**src/rtl/avalon_pio_pkg.sv**
```systemverilog
// Shared constants for the Avalon-MM PIO bank: register map, edge modes, bus width.
package avalon_pio_pkg;

   localparam int DATA_W = 32;

   localparam logic [2:0] ADDR_DATA_IN  = 3'd0;
   localparam logic [2:0] ADDR_DATA_OUT = 3'd1;
   localparam logic [2:0] ADDR_IRQ_MASK = 3'd2;
   localparam logic [2:0] ADDR_EDGE_CAP = 3'd3;
   localparam logic [2:0] ADDR_OUT_SET  = 3'd4;
   localparam logic [2:0] ADDR_OUT_CLR  = 3'd5;

   localparam int EDGE_RISING  = 0;
   localparam int EDGE_FALLING = 1;
   localparam int EDGE_BOTH    = 2;

endpackage

```
**src/rtl/avalon_pio_bank_if.sv**
```systemverilog
// Avalon-MM slave bus bundle for the PIO bank (no waitrequest, fixed read latency 1).
interface avalon_pio_bank_if;
   import avalon_pio_pkg::*;

   logic [2:0]        avs_address;
   logic              avs_read;
   logic              avs_write;
   logic [DATA_W-1:0] avs_writedata;
   logic [DATA_W-1:0] avs_readdata;
   logic              avs_readdatavalid;

   modport master (
      output avs_address, avs_read, avs_write, avs_writedata,
      input  avs_readdata, avs_readdatavalid
   );

   modport slave (
      input  avs_address, avs_read, avs_write, avs_writedata,
      output avs_readdata, avs_readdatavalid
   );

endinterface

```
**src/rtl/pio_debounce.sv**
```systemverilog
// One input bit: synchroniser chain, stability counter and debounced output flop.
module pio_debounce #(
   parameter int SYNC_STAGES     = 2,
   parameter int DEBOUNCE_CYCLES = 0
) (
   input  logic clk,
   input  logic rst,
   input  logic din,
   output logic dout
);

   logic [SYNC_STAGES-1:0] sync_q, sync_d;
   logic                   deb_q, deb_d;
   logic                   sync_bit;

   // Shift the asynchronous input through the synchroniser chain.
   always_comb begin
      sync_d   = {sync_q[SYNC_STAGES-2:0], din};
      sync_bit = sync_q[SYNC_STAGES-1];
   end

   generate
      if (DEBOUNCE_CYCLES == 0) begin : g_bypass
         // Debounce disabled: the debounced flop simply follows the synchroniser.
         always_comb begin
            deb_d = sync_bit;
         end
      end else begin : g_filter
         localparam int              CNT_W   = $clog2(DEBOUNCE_CYCLES + 1);
         localparam logic [CNT_W-1:0] CNT_MAX = CNT_W'(DEBOUNCE_CYCLES);

         logic             last_q, last_d;
         logic [CNT_W-1:0] cnt_q, cnt_d;

         // Count consecutive equal samples; accept the value once the run reaches CNT_MAX.
         always_comb begin
            last_d = sync_bit;
            if (sync_bit != last_q) begin
               cnt_d = '0;
            end else if (cnt_q != CNT_MAX) begin
               cnt_d = cnt_q + CNT_W'(1);
            end else begin
               cnt_d = cnt_q;
            end
            if (cnt_d == CNT_MAX) begin
               deb_d = sync_bit;
            end else begin
               deb_d = deb_q;
            end
         end

         // Counter and last-sample state.
         always_ff @(posedge clk) begin
            if (rst) begin
               last_q <= 1'b0;
               cnt_q  <= '0;
            end else begin
               last_q <= last_d;
               cnt_q  <= cnt_d;
            end
         end
      end
   endgenerate

   // Synchroniser and debounced output state.
   always_ff @(posedge clk) begin
      if (rst) begin
         sync_q <= '0;
         deb_q  <= 1'b0;
      end else begin
         sync_q <= sync_d;
         deb_q  <= deb_d;
      end
   end

   assign dout = deb_q;

endmodule

```
**src/rtl/avalon_pio_bank.sv**
```systemverilog
// Generic Avalon-MM PIO bank: output register with set/clear, debounced inputs,
// sticky edge capture and a maskable level interrupt.
module avalon_pio_bank
   import avalon_pio_pkg::*;
#(
   parameter int                   OUT_WIDTH       = 10,
   parameter int                   IN_WIDTH        = 10,
   parameter logic [OUT_WIDTH-1:0] OUT_RESET       = '0,
   parameter int                   SYNC_STAGES     = 2,
   parameter int                   DEBOUNCE_CYCLES = 0,
   parameter int                   EDGE_MODE       = 2
) (
   input  logic                 clk_clk,
   input  logic                 reset_reset,
   avalon_pio_bank_if.slave     avs,
   output logic                 irq,
   output logic [OUT_WIDTH-1:0] ledr_export,
   input  logic [IN_WIDTH-1:0]  sw_export
);

   logic [IN_WIDTH-1:0]  data_in;
   logic [IN_WIDTH-1:0]  edge_hit;
   logic [OUT_WIDTH-1:0] out_q, out_d;
   logic [IN_WIDTH-1:0]  mask_q, mask_d;
   logic [IN_WIDTH-1:0]  cap_q, cap_d;
   logic [IN_WIDTH-1:0]  prev_q, prev_d;
   logic [DATA_W-1:0]    rdata_q, rdata_d;
   logic                 rvalid_q, rvalid_d;
   logic                 irq_q, irq_d;

   generate
      for (genvar i = 0; i < IN_WIDTH; i++) begin : g_in
         pio_debounce #(
            .SYNC_STAGES     (SYNC_STAGES),
            .DEBOUNCE_CYCLES (DEBOUNCE_CYCLES)
         ) u_deb (
            .clk  (clk_clk),
            .rst  (reset_reset),
            .din  (sw_export[i]),
            .dout (data_in[i])
         );
      end
   endgenerate

   // Edge detection on the debounced inputs against their previous value.
   always_comb begin
      prev_d = data_in;
      case (EDGE_MODE)
         EDGE_RISING:  edge_hit = data_in & ~prev_q;
         EDGE_FALLING: edge_hit = ~data_in & prev_q;
         default:      edge_hit = data_in ^ prev_q;
      endcase
   end

   // Register writes; a new edge overrides a same-cycle write-1-to-clear.
   always_comb begin
      out_d  = out_q;
      mask_d = mask_q;
      cap_d  = cap_q | edge_hit;
      if (avs.avs_write) begin
         case (avs.avs_address)
            ADDR_DATA_OUT: out_d  = avs.avs_writedata[OUT_WIDTH-1:0];
            ADDR_IRQ_MASK: mask_d = avs.avs_writedata[IN_WIDTH-1:0];
            ADDR_EDGE_CAP: cap_d  = (cap_q & ~avs.avs_writedata[IN_WIDTH-1:0]) | edge_hit;
            ADDR_OUT_SET:  out_d  = out_q | avs.avs_writedata[OUT_WIDTH-1:0];
            ADDR_OUT_CLR:  out_d  = out_q & ~avs.avs_writedata[OUT_WIDTH-1:0];
            default:       out_d  = out_q;
         endcase
      end else begin
         out_d = out_q;
      end
   end

   // Read mux samples pre-write state; readdata holds between reads.
   always_comb begin
      rdata_d  = rdata_q;
      rvalid_d = avs.avs_read;
      irq_d    = |(cap_q & mask_q);
      if (avs.avs_read) begin
         case (avs.avs_address)
            ADDR_DATA_IN:  rdata_d = DATA_W'(data_in);
            ADDR_DATA_OUT: rdata_d = DATA_W'(out_q);
            ADDR_IRQ_MASK: rdata_d = DATA_W'(mask_q);
            ADDR_EDGE_CAP: rdata_d = DATA_W'(cap_q);
            default:       rdata_d = '0;
         endcase
      end else begin
         rdata_d = rdata_q;
      end
   end

   // Bank state; reset discards any same-cycle access.
   always_ff @(posedge clk_clk) begin
      if (reset_reset) begin
         out_q    <= OUT_RESET;
         mask_q   <= '0;
         cap_q    <= '0;
         prev_q   <= '0;
         rdata_q  <= '0;
         rvalid_q <= 1'b0;
         irq_q    <= 1'b0;
      end else begin
         out_q    <= out_d;
         mask_q   <= mask_d;
         cap_q    <= cap_d;
         prev_q   <= prev_d;
         rdata_q  <= rdata_d;
         rvalid_q <= rvalid_d;
         irq_q    <= irq_d;
      end
   end

   assign ledr_export           = out_q;
   assign irq                   = irq_q;
   assign avs.avs_readdata      = rdata_q;
   assign avs.avs_readdatavalid = rvalid_q;

endmodule
```
**src/flat_wrapper.sv**
```systemverilog
// flat-port wrapper written by rule: the top's interface ports become plain ports
module avalon_pio_bank_flat import avalon_pio_pkg::*;
#(
   parameter int                   OUT_WIDTH       = 10,
   parameter int                   IN_WIDTH        = 10,
   parameter logic [OUT_WIDTH-1:0] OUT_RESET       = '0,
   parameter int                   SYNC_STAGES     = 2,
   parameter int                   DEBOUNCE_CYCLES = 0,
   parameter int                   EDGE_MODE       = 2
)
  (clk_clk, reset_reset, irq, ledr_export, sw_export, avs_avs_address, avs_avs_read, avs_avs_write, avs_avs_writedata, avs_avs_readdata, avs_avs_readdatavalid);
  avalon_pio_bank_if avs_i ();
  input  logic clk_clk;
  input  logic reset_reset;
  output logic irq;
  output logic [OUT_WIDTH-1:0] ledr_export;
  input  logic [IN_WIDTH-1:0] sw_export;
  input wire logic [$bits(avs_i.avs_address)-1:0] avs_avs_address;
  input wire logic [$bits(avs_i.avs_read)-1:0] avs_avs_read;
  input wire logic [$bits(avs_i.avs_write)-1:0] avs_avs_write;
  input wire logic [$bits(avs_i.avs_writedata)-1:0] avs_avs_writedata;
  output wire logic [$bits(avs_i.avs_readdata)-1:0] avs_avs_readdata;
  output wire logic [$bits(avs_i.avs_readdatavalid)-1:0] avs_avs_readdatavalid;
  assign avs_i.avs_address = avs_avs_address;
  assign avs_i.avs_read = avs_avs_read;
  assign avs_i.avs_write = avs_avs_write;
  assign avs_i.avs_writedata = avs_avs_writedata;
  assign avs_avs_readdata = avs_i.avs_readdata;
  assign avs_avs_readdatavalid = avs_i.avs_readdatavalid;
  avalon_pio_bank #(.OUT_WIDTH(OUT_WIDTH), .IN_WIDTH(IN_WIDTH), .OUT_RESET(OUT_RESET), .SYNC_STAGES(SYNC_STAGES), .DEBOUNCE_CYCLES(DEBOUNCE_CYCLES), .EDGE_MODE(EDGE_MODE)) u_core (.clk_clk(clk_clk), .reset_reset(reset_reset), .avs(avs_i), .irq(irq), .ledr_export(ledr_export), .sw_export(sw_export));
endmodule
```
**config.mk**
```make
export PLATFORM = sky130hd
export DESIGN_NAME = avalon_pio_bank_flat
export DESIGN_NICKNAME = d
export VERILOG_FILES = /design/src/rtl/avalon_pio_pkg.sv /design/src/rtl/avalon_pio_bank_if.sv /design/src/rtl/pio_debounce.sv /design/src/rtl/avalon_pio_bank.sv /design/src/flat_wrapper.sv
export SDC_FILE = /design/constraint.sdc
export NUM_CORES = 1
export LEC_CHECK = 0
export CAP_MARGIN = 30
export CORE_ASPECT_RATIO = 1.5
export CORE_MARGIN = 8
export CORE_UTILIZATION = 48
export CTS_BUF_LIST = sky130_fd_sc_hd__clkbuf_16
export CTS_CLUSTER_DIAMETER = 80
export CTS_CLUSTER_SIZE = 40
export DETAILED_ROUTE_END_ITERATION = 8
export PLACE_DENSITY = 0.84
export SYNTH_ARGS = -nofsm -noshare
export SYNTH_HDL_FRONTEND = slang
export SYNTH_SLANG_ARGS = --single-unit
```
**constraint.sdc**
```tcl
create_clock -name clk_clk -period 2.3 [get_ports clk_clk]
set_clock_uncertainty 0.2 [all_clocks]
set_input_delay 0.69 -clock clk_clk [delete_from_list [all_inputs] [get_ports clk_clk]]
set_output_delay 0.69 -clock clk_clk [all_outputs]
set_load 0.02 [all_outputs]
```
Word level (Yosys, flattened, before mapping). Cells that the tools add are included.

Register bits: 104. Input bits: 49. Output and inout port bits: 44. Logic and storage cells: 49.

Eq/ne operators: 5. Multiplexer cells: 4. Bitwise logic cells: 8. Reductions and logical operators: 5.

Operators with widths (number): $pmux 10 s4 (1); $and 10x10->10 (3); $or 10x10->10 (3); $pmux 10 s3 (1); $mux 10 (2); $not 10->10 (1); $reduce_or 10->1 (1); $xor 10x10->10 (1); $eq 3x2->1 const B (2); $eq 3x3->1 const B (2); $reduce_and 2->1 (2); $eq 3x1->1 const B (1); $logic_not 3->1 (1); $reduce_bool 3->1 (1).

Longest topological paths before layout.
Depth in word-level cells: 5. Mapped depth: 5. Gate-level depth less buffers: 3.

Cells and area by module. Synthesis repeated with hierarchy kept, for this count alone.

Cell total of the unflattened synthesis: 337. Area, all modules: 3330.7 um^2.

By module, submodules not included: avalon_pio_bank (instances 1, cells an instance 277, area an instance 2542.4 um^2, seq. area each 1041.0 um^2); pio_debounce (instances 10, cells an instance 6, area an instance 78.8 um^2, seq. area each 60.1 um^2).

Least setup slack after synthesis. No wires, ideal clock.

Path type: input port to flip-flop. From: in avs_avs_address[0]. To: reg u_core.rdata_q[1], in the netlist u_core.avs.avs_readdata[1]. Setup time: 0.128 ns. Arrival: 1.573 ns. Data required time: 1.972 ns. Path slack: 0.400 ns. Stages on the path: 5. Path buffers: 2. Path through: buf_6 -> buf_6 -> mux2_4 -> a221oi_1 -> nor2_1.

Word-level cells in the longest chain between the ends: 2. Elaborated cells between the ends (all ways): 5. Classes of those cells: eq/ne: 3; mux: 1; reduce/logical: 1.

Ends and longest elaborated chain: start, declared (RTL line flat_wrapper.sv:18) `input wire logic [$bits(avs_i.avs_address)-1:0] avs_avs_address;`; $eq 3x2->1, or another cell as far along (RTL line avalon_pio_bank.sv:80) `case (avs.avs_address)`; $pmux 10 s4 (*) (RTL line avalon_pio_bank.sv:80); end signal, assigned (RTL line avalon_pio_bank.sv:107) `rdata_q <= rdata_d;`; end, declared (RTL line avalon_pio_bank.sv:27) `logic [DATA_W-1:0] rdata_q, rdata_d;`.

Every way passes the cells marked *; elsewhere a longest branch is shown, timed or not. A chain may end at the register's enable or synchronous reset.

Worst setup path in the final report.
From: reg u_core.out_q[7], in the netlist u_core.ledr_export[7]. To: out ledr_export[7].

RTL lines: start, declared (RTL line avalon_pio_bank.sv:23) `logic [OUT_WIDTH-1:0] out_q, out_d;`; start signal, assigned (RTL line avalon_pio_bank.sv:103) `out_q <= out_d;`; end, declared (RTL line flat_wrapper.sv:16) `output logic [OUT_WIDTH-1:0] ledr_export;`.

No word-level cell between the ends.

==> summary.txt <==
status -> finished, final reports clean
period utilization -> 95.51%
met3 Use GR -> 4.848%
I/O Buffers -> 48
Unique masters post-synth -> 31
initial core utilization -> 48.94%
area leader, netlist -> dfxtp_1
Die X-Extent -> 84.02 um
first-pass GRT wire length -> 11880 um
WL final -> 7135 um
Worst Max-Slew Pin Slew -> 0.7027 ns
Pleak -> 1.594 nW
worst hold stages -> 1
DR WL/cell -> 14.96 um
Antenna Nets Post-Route -> 0
Slew headroom -> 52.95%
nets@finish -> 444
sequential-to-total area share from yosys stat -> 49.29%
worst path buffer plus inverter count -> 1
Iteration-0 DRC Markers -> 178
kind of critical path -> reg -> out
setup repair bufs after CTS -> 0
Max-Cap Viols -> 0
Min-Delay Path Class -> reg -> reg
die height -> 118.0 um
Worst Setup Start Kind -> register
Yosys top cell area share -> 49.29%
clock sinks -> 82
met1 track demand over resource -> 15.08%
CP required -> 1.41 ns
num rows -> 37
TNS Setup -> 0 ns
Root Buffer Master -> clkbuf_16
PD cells -> 729.0 nW/um^2
Detail Placement HPWL -> 4936 um
fraction of registers with async set/reset -> 0%
CP Capture Type -> primary output
synthesized cell area -> 3331 um^2
# setup viols final -> 0
M2 GR Usage -> 25.57%
via count -> 2473
GRT busiest layer -> met2
Synth warnings -> 0
pin count of the biggest net entering global routing -> 79
Area contributors post-synth -> dfxtp_1 49%, nor2b_1 9.8%, buf_4 5.0%
Final Slew Violations -> 0
DRC Markers -> 0
Final min period -> 2.197 ns
critical path cell sequence -> clkdlybuf4s50_1
Gate Count Post-Synth -> 340
P&R area growth vs syn -> 24.08%
Fin. Hold Viols -> 0
RSZ-0062 raised after global routing -> false
#FFs+latches synth -> 82
total power -> 3.013 mW
Worst path depth -> 1
R2R depth -> 3
post-CTS sizing -> 0
layout cell share with drive strength beyond 1 -> 12.53%
peak per-stage delay on the critical path -> 0.62 ns
Max Root-Sink Buffers -> 2
n_diodes -> 0
number of synthesized flops with an enable pin -> 0
Main synth FF type -> dfxtp_1
DR vias/cell -> 5.184
delay-heaviest family, CP -> buffers and inverters
worst hold slack -> 0.2325 ns
placed cell count -> 462
total CTS buffers -> 9
placed inst area -> 3880 um^2
# H-tree levels -> 3
GPL Wtd Cong -> 0.8681
Sequential cell area -> 1642 um^2
Non-Filler Instances -> 477
die area -> 9915 um^2
Slowest cell on crit path -> clkdlybuf4s50_1
Clock transition at path regs -> 0.05 ns
average size of a mapped cell -> 9.796 um^2
count of hold-fix buffers inserted at cts -> 0
CORE AREA -> 6805 um^2
DR pass1 iterations -> 4
GR Overflow Total -> 0
Max VDD drop -> 0.0005345 V
# fillers -> 571
gr usage total -> 14.79%
Worst Path Arrival -> 1.31 ns
area occupied by multi-input gates -> 1463 um^2
Design Area, Final -> 4133 um^2
number of global-route vias before repair -> 2564
initial antenna violation count -> 0
num ports -> 93
worst-path maximum fanout -> 3
Max Freq -> 455.2 MHz
CTS tree -> done
worst skew pair latency -> 0.33 ns
## cell usage in the layout, fill, tap and decap left out
cell type / Yosys / final
a21oi_1: 30 / 30
a221oi_1: 10 / 10
a221oi_2: 2 / 2
a22o_1: 2 / 2
a22oi_1: 1 / 1
a31oi_1: 1 / 1
and3b_1: 1 / 1
buf_12: 0 / 3
buf_2: 3 / 1
buf_4: 22 / 14
clkbuf_16: 0 / 9
clkdlybuf4s50_1: 0 / 47
clkinv_1: 0 / 2
clkinv_2: 0 / 1
clkinvlp_4: 0 / 1
conb_1: 1 / 22
dfxtp_1: 82 / 82
inv_1: 10 / 12
mux2_1: 3 / 3
mux2_2: 9 / 9
mux2_4: 8 / 8
nand2_1: 20 / 20
nand3_1: 10 / 10
nand3b_1: 1 / 1
nand4b_1: 1 / 1
nand4bb_1: 1 / 1
nor2_1: 10 / 10
nor2b_1: 52 / 52
nor3b_1: 10 / 10
nor3b_2: 1 / 1
nor4bb_1: 1 / 1
o21ai_0: 20 / 20
xnor2_1: 10 / 10
xor2_2: 1 / 1
## per-layer routing
| layer | vias up | routed length (um) |
|---|---|---|
| li1 | 1206 | - |
| met1 | 1158 | 2821 |
| met2 | 94 | 3711 |
| met3 | 15 | 428 |
| met4 | 0 | 173 |
| met5 | - | 0 |
## kinds of logic after synthesis
family	synth area share [%]
other	0.1126
DFF	49.29
AOI/OAI and AO/OA	11.98
muxes	7.664
buffers and inverters	9.166
and+or+nand+nor	18.67
xor gates and xnor gates	3.118
## flip-flops by register name (all words and copies together), names as in the netlist
| signal | cells |
|---|---|
| u_core.avs.avs_readdata | 10 |
| u_core.irq | 1 |
| u_core.g_in.u_deb.dout | 10 |
| u_core.cap_q | 10 |
| u_core.prev_q | 10 |
| u_core.mask_q | 10 |
| u_core.g_in.u_deb.sync_q | 20 |
| u_core.ledr_export | 10 |
| u_core.avs.avs_readdatavalid | 1 |
## path summary, 6_finish.rpt
kind	start	endpoint	slack (ns)
setup / recovery	u_core.ledr_export[7]$_SDFFE_PP0P_	ledr_export[7]	0.10
hold reg to reg	u_core.g_in[6].u_deb.sync_q[1]$_SDFF_PP0_	u_core.g_in[6].u_deb.dout$_SDFF_PP0_	0.23
hold / removal	u_core.g_in[6].u_deb.sync_q[1]$_SDFF_PP0_	u_core.g_in[6].u_deb.dout$_SDFF_PP0_	0.23
setup reg to reg	u_core.cap_q[1]$_SDFF_PP0_	u_core.irq$_SDFF_PP0_	0.99
## area by class of cell
class / instances / share of cell area, %
clock buffer: 9 / 5.450
clock inverter: 6 / 0.6661
inverter: 10 / 0.9083
multi-input combinational: 227 / 35.39
sequential: 82 / 39.72
tap: 78 / 2.361
timing repair buffer: 65 / 15.50
## stage by stage
stage	setup slack, ns	util (%)
global route	0.05541	60.73
finish	0.1033	60.73
global placement	-0.1444	57.01
detailed placement	-0.1639	57.01
floorplan	0.3996	-
CTS	0.06630	60.73
## cells in the mapped netlist, drive strengths merged, types with 2 or more instances
cell type  instances
nand3             10
mux2              20
a21oi             30
dfxtp             82
clkbuf            14
nor2              10
inv               10
nor2b             52
buf               28
xnor2             10
nor3b             11
nand2             20
a221oi            12
o21ai             20
a22o               2
## where the power goes
| part | switching [mW] | internal [mW] | leakage [nW] | total [mW] |
|---|---|---|---|---|
| Combinational | 0.162 | 0.142 | 0.796 | 0.304 |
| Clock | 0.510 | 0.706 | 0.129 | 1.22 |
| Sequential | 0.0245 | 1.47 | 0.669 | 1.49 |
| Total | 0.697 | 2.32 | 1.59 | 3.01 |
Power figures use the tool's default switching activity.
==> RTL edit 1: new RTL, same flow settings <==
Make the reset (`reset_reset` and `rst`) asynchronous in 3 clocked blocks.
--- a/src/rtl/pio_debounce.sv
+++ b/src/rtl/pio_debounce.sv
@@ -50,7 +50,7 @@
          end
 
          // Counter and last-sample state.
-         always_ff @(posedge clk) begin
+         always_ff @(posedge clk or posedge rst) begin
             if (rst) begin
                last_q <= 1'b0;
                cnt_q  <= '0;
@@ -63,7 +63,7 @@
    endgenerate
 
    // Synchroniser and debounced output state.
-   always_ff @(posedge clk) begin
+   always_ff @(posedge clk or posedge rst) begin
       if (rst) begin
          sync_q <= '0;
          deb_q  <= 1'b0;
--- a/src/rtl/avalon_pio_bank.sv
+++ b/src/rtl/avalon_pio_bank.sv
@@ -90,7 +90,7 @@
    end
 
    // Bank state; reset discards any same-cycle access.
-   always_ff @(posedge clk_clk) begin
+   always_ff @(posedge clk_clk or posedge reset_reset) begin
       if (reset_reset) begin
          out_q    <= OUT_RESET;
          mask_q   <= '0;
Check against the original RTL: differs if reset_reset is asserted again (counterexample within 4 cycles, from zero or initial values and one cycle with reset_reset high); with reset_reset held inactive, the same outputs for 10 cycles.
==> RTL edit 1 against the unedited design <==
- design area rose by 0.27%
- worst setup slack got worse by 0.063 ns
- sequential share of layout area rose by 9.8 points
- first-iteration DRC count fell by 36%
- die area fell by 0.66%
- wire length fell by 9.4%
- area after synthesis fell by 0.79%
- sequential cell count did not move
- synthesized cell count fell by 29%
- largest cell class unchanged
- critical path depth did not move
- clock power barely moved
- power rose by 12%
- combinational power rose by 69%
- critical path type unchanged
==> RTL edit 1: results (changes against the unedited design) <==
register area share after synthesis = 0.621 (was 0.493)
CP top delay family = buffers and inverters (unchanged)
worst reg2reg setup slack = 0.88 ns (was 0.99 ns)
nets = 354 (was 444)
Leak Pwr = 1.86 nW (was 1.59 nW)
largest net degree at the start of global routing = 42 (was 79)
clock root buffer = clkbuf_16 (unchanged)
vias in the first global route = 2,181 (was 2,564)
synth top area cells = dfrtp_1 62%, buf_4 5.0%, mux4_1 4.8% (was dfxtp_1 49%, nor2b_1 9.8%, buf_4 5.0%)
core region area = 6760 um2 (was 6810 um2)
max reg flops = 20 (unchanged)
DR iter-0 viols = 114 (was 178)
Final GP Congestion = 0.786 (was 0.868)
Async SR Flop Fraction = 1.00 (was 0)
ratio of cells with drive above 1 in the final layout = 0.158 (was 0.125)
hold_ws = 0.145 ns (was 0.232 ns)
layout filler cell count = 529 (was 571)
Hold Path Sink = u_core.g_in[2].u_deb.dout (was u_core.g_in[6].u_deb.dout)
worst reg2reg path startpoint = u_core.ledr_export[8] (was u_core.cap_q[1])
Finished Layout Cells = 388 (was 477)
hold path depth = 0 (was 1)
detailed placement HPWL = 4790 um (was 4940 um)
critical path's largest stage delay = 0.64 ns (was 0.62 ns)
Worst-path clk slew = 0.06 ns
port bufs = 48 (unchanged)
reg2reg end = u_core.avs.avs_readdata[8] (was u_core.irq)
hold path start = u_core.g_in[2].u_deb.sync_q[1] (was u_core.g_in[6].u_deb.sync_q[1])
final WL = 6460 um (was 7140 um)
top post-synthesis cells by count = 82 x dfrtp_1, 22 x buf_4, 21 x inv_1 (was 82 x dfxtp_1, 52 x nor2b_1, 30 x a21oi_1)
Max IR drop VDD = 0.390 mV (was 0.534 mV)
Num CTS Buffers = 9 (unchanged)
Total Routing Usage GR = 0.141 (was 0.148)
Most flops, register = u_core.g_in.u_deb.sync_q (unchanged)
first-pass GRT wire length = 11,100 um (was 11,900 um)
status = finished clean (unchanged)
initial antenna violation count = 0 (unchanged)
Vias/cell = 5.09 (was 5.18)
library cells used by synthesis = 32 (was 31)
Syn Inst Count = 240 (was 340)
Critical Path Fanout Max = 4 (was 3)
placed cell count = 372 (was 462)
[RTL edit 1: cell types whose count changed after synthesis, sizes merged, moves of 11 or more]
cell | before | now
nor2b | 52 | 1
inv | 10 | 21
a221oi | 12 | 1
nor3b | 11 | 0
dfxtp | 82 | 0
o21ai | 20 | 0
clkbuf | 14 | 2
dfrtp | 0 | 82
a21oi | 30 | 18
[RTL edit 1: cell type report]
class | instances | area [um2] | share of cell area
multi-input cells | 125 | 996 | 0.240
flip-flops and latches | 82 | 2050 | 0.495
clock inverters | 7 | 30.0 | 0.00725
clock buffers | 9 | 225 | 0.0543
repair buffers | 66 | 661 | 0.159
well taps | 78 | 97.6 | 0.0236
inverters | 21 | 82.6 | 0.0199
[RTL edit 1: repair_timing]
item | 4_1_cts | 5_1_grt
gates resized for setup | 0 | 3
hold buffers | 0 | 0
setup endpoints to repair | 0 | 3
[RTL edit 1: cells by family (layout without fill, tap and decap cells)]
family	after synthesis	after routing	synth area share
xor+xnor	11	11	0.0292
flops	82	82	0.621
simple gates	18	18	0.0314
other cells	1	22	0.00113
buf+inv	54	103	0.101
mux	20	20	0.109
compound gates	54	54	0.107
[RTL edit 1: worst register-to-register path, cell delays in order (launching register included)]
cell     delay [ns]
dfrtp_1        0.41
mux4_1         0.51
inv_1          0.09
o22ai_1        0.07
[RTL edit 1: power by group]
| group | leakage, nW | internal (W) | switching (W) |
|---|---|---|---|
| clock network | 0.140 | 0.000708 | 0.000517 |
| registers | 0.956 | 0.00157 | 0.0000816 |
| logic | 0.762 | 0.000262 | 0.000252 |
[RTL edit 1: worst max-delay path by stage]
stage	from	to	slack, ns	depth (start not counted)
finish	u_core.ledr_export[1]	ledr_export[1]	0.04	1
global route	u_core.ledr_export[2]	ledr_export[2]	0.006	1
CTS	u_core.ledr_export[3]	ledr_export[3]	0.001	1
detailed placement	avs_avs_address[0]	u_core.avs.avs_readdata[2]	-0.21	5
global placement	avs_avs_address[0]	u_core.avs.avs_readdata[2]	-0.17	5
floorplan	avs_avs_address[0]	u_core.mask_q[0]	0.44	4
[RTL edit 1: through the flow]
| stage | setup WS (ns) | power [W] | instance area (um2) |
|---|---|---|---|
| global placement | -0.170 | 0.00216 | 3880 |
| CTS | 0.00116 | 0.00342 | 4140 |
| global route | 0.00615 | 0.00354 | 4140 |
| floorplan | 0.440 | 0.00199 | 3390 |
| finish | 0.0405 | 0.00338 | 4140 |
| detailed placement | -0.213 | 0.00219 | 3880 |
[RTL edit 1: layer usage]
layer	vias up	GRT usage	part of all wire
li1	926	-	-
met1	965	0.162	0.41
met2	68	0.220	0.51
met3	14	0.0519	0.051
met4	0	0.0813	0.032
met5	-	0	0
==> RTL edit 2: new RTL, config.mk and constraints unchanged <==
Made on the original files. `SYNC_STAGES` is set to 2 in 3 places; all go to 4.
--- a/src/rtl/pio_debounce.sv
+++ b/src/rtl/pio_debounce.sv
@@ -1,6 +1,6 @@
 // One input bit: synchroniser chain, stability counter and debounced output flop.
 module pio_debounce #(
-   parameter int SYNC_STAGES     = 2,
+   parameter int SYNC_STAGES     = 4,
    parameter int DEBOUNCE_CYCLES = 0
 ) (
    input  logic clk,
--- a/src/rtl/avalon_pio_bank.sv
+++ b/src/rtl/avalon_pio_bank.sv
@@ -6,7 +6,7 @@
    parameter int                   OUT_WIDTH       = 10,
    parameter int                   IN_WIDTH        = 10,
    parameter logic [OUT_WIDTH-1:0] OUT_RESET       = '0,
-   parameter int                   SYNC_STAGES     = 2,
+   parameter int                   SYNC_STAGES     = 4,
    parameter int                   DEBOUNCE_CYCLES = 0,
    parameter int                   EDGE_MODE       = 2
 ) (
--- a/src/flat_wrapper.sv
+++ b/src/flat_wrapper.sv
@@ -4,7 +4,7 @@
    parameter int                   OUT_WIDTH       = 10,
    parameter int                   IN_WIDTH        = 10,
    parameter logic [OUT_WIDTH-1:0] OUT_RESET       = '0,
-   parameter int                   SYNC_STAGES     = 2,
+   parameter int                   SYNC_STAGES     = 4,
    parameter int                   DEBOUNCE_CYCLES = 0,
    parameter int                   EDGE_MODE       = 2
 )
Check against the original RTL: not equivalent (Yosys sat finds a counterexample within 10 cycles, from zero or initial values and one cycle with reset_reset high).
==> RTL edit 2 against the unedited design <==
- maximum frequency decreased by 1.4%
- core utilization decreased by 1.1 points
- non-clock buffer count stayed put
- clock power is 9.8% higher
- power rose by 15%
- area after synthesis grew 16%
- worst setup slack lost 0.031 ns
- wire length up 12%
- critical path depth unchanged
- synthesized cell count increased by 12%
- design area rose by 14%
- sequential cell count grew 20
==> RTL edit 2: results (changes against the unedited design) <==
Hold Path Sink = u_core.g_in[7].u_deb.sync_q[1] (was u_core.g_in[6].u_deb.dout)
worst reg2reg setup slack = 0.92 ns (was 0.99 ns)
final setup TNS = 0 ns (unchanged)
Total Routing Usage GR = 0.148 (about the same)
largest net degree at the start of global routing = 103 (was 79)
register area share after synthesis = 0.528 (was 0.493)
Leak Pwr = 1.82 nW (was 1.59 nW)
CP top delay family = buffers and inverters (unchanged)
maximum clock path buffer count = 2 (unchanged)
status = finished clean (unchanged)
first-pass GRT wire length = 12,900 um (was 11,900 um)
Critical Path Fanout Max = 3 (unchanged)
top post-synthesis cells by count = 102 x dfxtp_1, 72 x nor2b_1, 30 x a21oi_1 (was 82 x dfxtp_1, 52 x nor2b_1, 30 x a21oi_1)
Worst-Skew Late Latency = 0.33 ns (about the same)
max reg flops = 40 (was 20)
Yosys warning total = 0 (unchanged)
critical path's largest stage delay = 0.63 ns
vias in the first global route = 2,786 (was 2,564)
DR iter-0 viols = 188 (was 178)
Slew headroom = 0.547 (was 0.529)
dpl cell area = 4440 um2 (was 3880 um2)
Async SR Flop Fraction = 0 (unchanged)
worst reg2reg path startpoint = u_core.cap_q[7] (was u_core.cap_q[1])
reg2reg end = u_core.irq (unchanged)
detailed placement HPWL = 5420 um (was 4940 um)
Critical Path Sink = ledr_export[6] (was ledr_export[7])
Final GP Congestion = 0.826 (was 0.868)
TritonRoute pass-1 iters = 4 (unchanged)
hold path depth = 1 (unchanged)
hold path start = u_core.g_in[7].u_deb.sync_q[0] (was u_core.g_in[6].u_deb.sync_q[1])
layout filler cell count = 693 (was 571)
worst min path class = flop to flop (unchanged)
diode count = 0 (unchanged)
Most flops, register = u_core.g_in.u_deb.sync_q (unchanged)
CP arrival = 1.34 ns (was 1.31 ns)
Num CTS Buffers = 9 (unchanged)
Crit-path slowest cell = clkdlybuf4s50_1 (unchanged)
library cells used by synthesis = 31 (unchanged)
htree depth = 3 (unchanged)
Worst-path clk slew = 0.06 ns
clock root buffer = clkbuf_16 (unchanged)
dpl ws = -0.412 ns (was -0.164 ns)
Max IR drop VDD = 0.403 mV (was 0.534 mV)
R2R cell count = 3 (unchanged)
maximum clock frequency = 449 MHz (was 455 MHz)
ratio of cells with drive above 1 in the final layout = 0.123 (was 0.125)
final WL = 7990 um (was 7140 um)
initial antenna violation count = 0 (unchanged)
beginning of the critical path = u_core.ledr_export[6] (was u_core.ledr_export[7])
nets = 484 (was 444)
port bufs = 48 (unchanged)
synth top area cells = dfxtp_1 53%, nor2b_1 12%, buf_4 4.3% (was dfxtp_1 49%, nor2b_1 9.8%, buf_4 5.0%)
routed via count = 2,725 (was 2,473)
-- RTL edit 2: layout make-up --
cell class                 count  area (um2)  area share
clock buffer                   9         225      0.0478
clock inverter                 7        42.5     0.00902
inverter                      10        37.5     0.00796
multi-input combinational    247        1590       0.338
sequential                   102        2040       0.433
tap                          105         131      0.0279
timing repair buffer          65         643       0.136
-- RTL edit 2: power by group --
part	internal (W)	switching, W	total (W)
clock	0.000724	0.000611	0.00134
sequential	0.00181	0.0000181	0.00183
combinational	0.000129	0.000161	0.000289
-- RTL edit 2: per-layer routing --
metal | track usage | share of wire
met4 | 0.0886 | 0.025
met5 | 0 | 0
met2 | 0.248 | 0.50
met1 | 0.160 | 0.40
met3 | 0.0352 | 0.070
-- RTL edit 2: kinds of logic after synthesis --
family / Yosys count / synth area share
other cells: 1 / 0.000971
buf+inv: 54 / 0.0810
xor+xnor: 11 / 0.0269
compound gates: 66 / 0.103
flops: 102 / 0.528
simple gates: 128 / 0.193
mux: 20 / 0.0661
-- RTL edit 2: repair_timing --
item / CTS / global route
endpoints found under the setup margin: 8 / 1
resized for setup: 1 / 1
hold buffers: 0 / 0
setup buffers: 0 / 0
gates cloned: 0 / 0
-- RTL edit 2: metrics by stage --
stage	hold slack, ns	std cells
after floorplan	0.214	403
after global placement	0.217	529
after detailed placement	0.221	529
after CTS	0.235	545
after global routing	0.251	545
final	0.235	545
